===== config.mk =====
export PLATFORM = sky130hd
export DESIGN_NAME = taillight_seq
export DESIGN_NICKNAME = d
export VERILOG_FILES = /design/src/rtl/taillight_pkg.sv /design/src/rtl/tick_gen.sv /design/src/rtl/taillight_seq.sv
export SDC_FILE = /design/constraint.sdc
export NUM_CORES = 1
export LEC_CHECK = 0
export CAP_MARGIN = 20
export CELL_PAD_IN_SITES_DETAIL_PLACEMENT = 0
export CELL_PAD_IN_SITES_GLOBAL_PLACEMENT = 1
export CORE_MARGIN = 5
export CORE_UTILIZATION = 39
export DETAILED_ROUTE_END_ITERATION = 10
export PLACE_DENSITY_LB_ADDON = 0.1
export SLEW_MARGIN = 20
export SYNTH_ARGS = -nofsm -noshare
export SYNTH_HDL_FRONTEND = slang
export SYNTH_SLANG_ARGS = --single-unit
export TNS_END_PERCENT = 50

===== constraint.sdc =====
create_clock -name clk -period 2.3 [get_ports clk]
set_input_delay 0.575 -clock clk [delete_from_list [all_inputs] [get_ports clk]]
set_output_delay 0.575 -clock clk [all_outputs]
set_load 0.02 [all_outputs]

===== src/rtl/taillight_pkg.sv =====
// Shared types and helpers for the taillight sequencer.
// Macro TAILLIGHT_BRAKE_EN (used by taillight_seq) adds a brake input.
package taillight_pkg;

  typedef enum logic [1:0] {
    IDLE   = 2'd0,
    LEFT   = 2'd1,
    RIGHT  = 2'd2,
    HAZARD = 2'd3
  } mode_t;

  // Widest lamp bank the thermometer helper can describe; callers truncate.
  localparam int THERM_W = 32;

  // Thermometer code: step k lights bits 0..k-1.
  function automatic logic [THERM_W-1:0] therm(input int step);
    logic [THERM_W-1:0] pat;
    pat = '0;
    for (int i = 0; i < THERM_W; i++) begin
      if (i < step) pat[i] = 1'b1;
    end
    return pat;
  endfunction

endpackage


===== src/rtl/tick_gen.sv =====
// Step-rate prescaler: pulses tick once every TICK_DIV clocks, restarts on clr.
module tick_gen #(
  parameter int TICK_DIV = 1
) (
  input  logic clk,
  input  logic reset,
  input  logic clr,
  output logic tick
);

  localparam int PW = (TICK_DIV > 1) ? $clog2(TICK_DIV) : 1;

  logic [PW-1:0] cnt_q, cnt_d;

  assign tick = (cnt_q == PW'(TICK_DIV - 1));

  // Next prescaler value: restart on mode change or at terminal count.
  always_comb begin
    if (clr || tick) cnt_d = '0;
    else             cnt_d = cnt_q + PW'(1);
  end

  // Prescaler register.
  always_ff @(posedge clk or negedge reset) begin
    if (!reset) cnt_q <= '0;
    else        cnt_q <= cnt_d;
  end

endmodule


===== src/rtl/taillight_seq.sv =====
// Sequential turn-signal controller: walking thermometer per side, hazard
// flash, programmable step rate via tick_gen.
// Optional macro TAILLIGHT_BRAKE_EN adds a brake input that lights the
// non-signalling side (or both sides in IDLE); HAZARD ignores it.
module taillight_seq
  import taillight_pkg::*;
#(
  parameter int N_LAMPS  = 3,
  parameter int TICK_DIV = 1
) (
  input  logic               clk,
  input  logic               reset,
  input  logic               left,
  input  logic               right,
  input  logic               hazard,
`ifdef TAILLIGHT_BRAKE_EN
  input  logic               brake,
`endif
  output logic [N_LAMPS-1:0] l_lamps,
  output logic [N_LAMPS-1:0] r_lamps,
  output logic               active
);

  localparam int SW = $clog2(N_LAMPS + 1);
  localparam logic [N_LAMPS-1:0] ONES = '1;

  mode_t              mode_q, mode_d, req;
  logic [SW-1:0]      step_q, step_d;
  logic [N_LAMPS-1:0] l_q, l_d, r_q, r_d, pat;
  logic               active_q, active_d;
  logic               tick, clr, brk;

`ifdef TAILLIGHT_BRAKE_EN
  assign brk = brake;
`else
  assign brk = 1'b0;
`endif

  tick_gen #(.TICK_DIV(TICK_DIV)) u_tick (
    .clk   (clk),
    .reset (reset),
    .clr   (clr),
    .tick  (tick)
  );

  // Requested mode; both turn levels together count as hazard.
  always_comb begin
    if (hazard || (left && right)) req = HAZARD;
    else if (left)                 req = LEFT;
    else if (right)                req = RIGHT;
    else                           req = IDLE;
  end

  assign clr = (req != mode_q);

  // Mode/step next state; a mode change restarts the walk at step 1.
  always_comb begin
    mode_d = mode_q;
    step_d = step_q;
    if (clr) begin
      mode_d = req;
      step_d = SW'(1);
    end else if (tick) begin
      case (mode_q)
        LEFT, RIGHT: step_d = (step_q == SW'(N_LAMPS)) ? SW'(1) : step_q + SW'(1);
        HAZARD:      step_d = (step_q == '0) ? SW'(1) : '0;
        default:     step_d = step_q;
      endcase
    end
  end

  // Lamp patterns derived from the next state so they appear on the same edge.
  always_comb begin
    pat      = N_LAMPS'(therm(int'(step_d)));
    l_d      = '0;
    r_d      = '0;
    active_d = (mode_d != IDLE);
    case (mode_d)
      LEFT: begin
        l_d = pat;
        r_d = brk ? ONES : '0;
      end
      RIGHT: begin
        r_d = pat;
        l_d = brk ? ONES : '0;
      end
      HAZARD: begin
        l_d = (step_d != '0) ? ONES : '0;
        r_d = (step_d != '0) ? ONES : '0;
      end
      default: begin
        l_d = brk ? ONES : '0;
        r_d = brk ? ONES : '0;
      end
    endcase
  end

  // FSM state and registered lamp outputs.
  always_ff @(posedge clk or negedge reset) begin
    if (!reset) begin
      mode_q   <= IDLE;
      step_q   <= '0;
      l_q      <= '0;
      r_q      <= '0;
      active_q <= 1'b0;
    end else begin
      mode_q   <= mode_d;
      step_q   <= step_d;
      l_q      <= l_d;
      r_q      <= r_d;
      active_q <= active_d;
    end
  end

  assign l_lamps = l_q;
  assign r_lamps = r_q;
  assign active  = active_q;

endmodule


==> results.json <==
{
  "start_util": 0.3985,
  "die-height_um": 48.54,
  "drt_iter0_markers": 13,
  "clock-root-buffer": "clkbuf_4",
  "route.final.wire_length_um": 1103,
  "critical_path_class": "primary input to register",
  "async_flop_share": 1.000,
  "critPathLaunchType": "primary input",
  "ant_nets": 0,
  "r2r_start": "mode_q[0]$_DFF_PN0_",
  "clock_skew_ns": 0.003981,
  "maxSlewHeadroom": 0.6519,
  "slew_violations": 0,
  "core-area_um2": 1454,
  "syn-cell-area_um2": 579.3,
  "ys_ff_latch": 12,
  "synth_common_cells": "dfrtp_1 (12), inv_1 (8), nor2_1 (5)",
  "core.rowCount": 14,
  "synthCells": 55,
  "maxCapViolCount": 0,
  "hold_path_class": "primary input to asynchronous set/reset pin",
  "vias": 435,
  "cts.sinks": 12,
  "path_buf_inv": 1,
  "grt_pass1_wl_um": 1856,
  "yosysMostFrequentCell": "dfrtp_1",
  "synth_fa_ha_area_frac": 0.08639,
  "crit_family": "compound AO/OA/AOI/OAI gates",
  "finalSetupTns_ns": 0,
  "htree_levels": 1,
  "synth_cell_types": 21,
  "first_global_vias": 420,
  "finalHoldViolCount": 0,
  "reg2reg_slack_ns": 0.54,
  "peakVddDrop_uv": 375.2,
  "power_density_nw_per_um2": 690.9,
  "synth_top_family_by_area": "compound AO/OA/AOI/OAI gates",
  "fin_crit_ns": 1.976,
  "fin_area_um2": 745.7,
  "syn_avg_cell_area_um2": 10.53,
  "cts.repair.resized": 0,
  "rsz0062_at_grt": "no",
  "slowest_delay_ns": 0.50,
  "yosysSeqAreaShare": 0.5184,
  "startpoint": "right",
  "dieWidth_um": 48.54,
  "nFillCells": 137,
  "r2r_end": "r_lamps[2]$_DFF_PN0_",
  "cts.path.max_buffers": 2,
  "synth-compound-area-share": 0.1598,
  "worst_pin_slew_ns": 0.5206,
  "fin_nets": 80,
  "p_leak_nw": 0.3329,
  "ff2ff_path_depth": 6,
  "n_antenna_cell": 0,
  "synth-simple-area-share": 0.1469,
  "synth-xor-area-share": 0.03024,
  "clk_latency_ns": 0.26,
  "critPathCaptureType": "register",
  "grt_max_degree": 13,
  "outcome": "complete, no violations",
  "fin_crit_sh": 0.8591,
  "yosysWarnings": 0,
  "synth_edf_count": 0,
  "critPathMaxFanout": 6,
  "cts_hold_buf": 0,
  "path_depth": 5,
  "max_freq_mhz": 506.1,
  "overflow": 0,
  "clk_pin_slew_worst_paths_ns": 0.08,
  "synth_area_leader_cell": "dfrtp_1",
  "setup_viol": 0,
  "io_pins": 12,
  "grt_usage": 0.09745,
  "arrival_ns": 2.12,
  "area_growth_pct": 28.73,
  "die-area_um2": 2356,
  "postCtsSetupBuffers": 0,
  "hpwl_um": 844.5,
  "post-route-drc-count": 0,
  "port-buffer-count": 11,
  "path_cells": "clkdlybuf4s50_1 > or3_1 > o22a_2 > a211oi_2 > nor3_1",
  "critical_path_required_ns": 2.44,
  "cts_tree": "done",
  "cts_made_buffers": 3,
  "antenna_found_initial": 0,
  "dpl_cell_area_um2": 709.4,
  "synth_nets": 64,
  "synthMuxAreaShare": 0,
  "netlist_top_cells_area": "dfrtp_1 (52%), ha_1 (8.6%), inv_1 (5.2%)",
  "wl_per_cell_um": 12.83,
  "via_per_inst": 5.058,
  "drive_above_1_share": 0.1143,
  "routabilityCongestion": 0.7184,
  "yosys.area.top_type_share": 0.5184,
  "first_pass_iters": 4,
  "slowest_stage": "clkdlybuf4s50_1",
  "ys.flop_type": "dfrtp_1"
}
-- cell type report --
cell class              instances  area, um^2  area share
flip-flops and latches         12       300.3      0.4027
inverters                       8       30.03     0.04027
well taps                      16       20.02     0.02685
clock buffers                   4       36.28     0.04866
multi-input cells              35       249.0      0.3339
repair buffers                 11       110.1      0.1477
-- layout by cell type (no fill, tap or decap) --
cell type,n
clkbuf_4,3
conb_1,1
nor2_1,5
clkbuf_8,1
ha_1,4
nand4bb_1,2
a211oi_1,1
o22a_2,1
xor2_1,2
a211oi_2,1
or3_1,2
a22o_1,1
o21ba_2,1
a31oi_1,1
o22ai_1,2
nand2_1,2
o21ai_0,1
or3_2,1
a21oi_1,4
inv_1,8
nand2b_1,1
nor3_1,2
dfrtp_1,12
clkdlybuf4s50_1,11
-- where the power goes --
part	total (mW)	internal (mW)	switching, mW
sequential	0.239	0.230	0.00913
clock	0.163	0.0960	0.0666
combinational	0.113	0.0520	0.0612
-- worst reg2reg max path: cells and delay by family, from the launching register on --
| kind | cells | cell delay (ns) |
|---|---|---|
| compound gates | 2 | 0.50 |
| flops | 1 | 0.41 |
| buf+inv | 1 | 0.07 |
| simple gates | 2 | 0.46 |
| fa+ha+maj | 1 | 0.24 |
-- worst max path at each step --
stage                                       to  slack, ns
after CTS                 r_lamps[2]$_DFF_PN0_       0.32
final                     r_lamps[2]$_DFF_PN0_       0.32
after global routing      r_lamps[2]$_DFF_PN0_       0.22
after detailed placement  r_lamps[2]$_DFF_PN0_       0.04
after floorplan           l_lamps[2]$_DFF_PN0_       0.70
after global placement    l_lamps[2]$_DFF_PN0_       0.04
-- layer usage --
metal | vias to the layer above | global-route usage | share of wire
li1 | 219 | - | -
met1 | 207 | 0.1310 | 0.49
met2 | 9 | 0.1500 | 0.47
met3 | 0 | 0.03067 | 0.043
met4 | 0 | 0.02691 | 0
met5 | - | 0 | 0
-- stage by stage --
step                utilization  total power, mW  setup slack (ns)  hold WS [ns]  cells
CTS                      0.5129           0.5237            0.3206        0.6778     86
finish                   0.5129           0.5152            0.3240        0.6501     86
global route             0.5129           0.5481            0.2162        0.6867     86
global placement         0.4880           0.3590           0.04326        0.7869     82
detailed placement       0.4880           0.3573           0.04331        0.7604     82
floorplan                     -           0.3036            0.6995        0.2794     55
-- state kept, by name (all words and copies together) (netlist names) --
signal / count
r_lamps: 3
u_tick.cnt_q: 1
l_lamps: 3
active: 1
step_q: 2
mode_q: 2
-- logic make-up (layout without fill, tap and decap cells) --
logic type | Yosys count | after routing
AOI/OAI and AO/OA | 13 | 13
xor gates and xnor gates | 2 | 2
adders and majority gates | 4 | 4
buffers and inverters | 8 | 23
DFF | 12 | 12
other | 1 | 1
and+or+nand+nor | 15 | 15
Note: power is estimated with default switching activity, not from simulation.
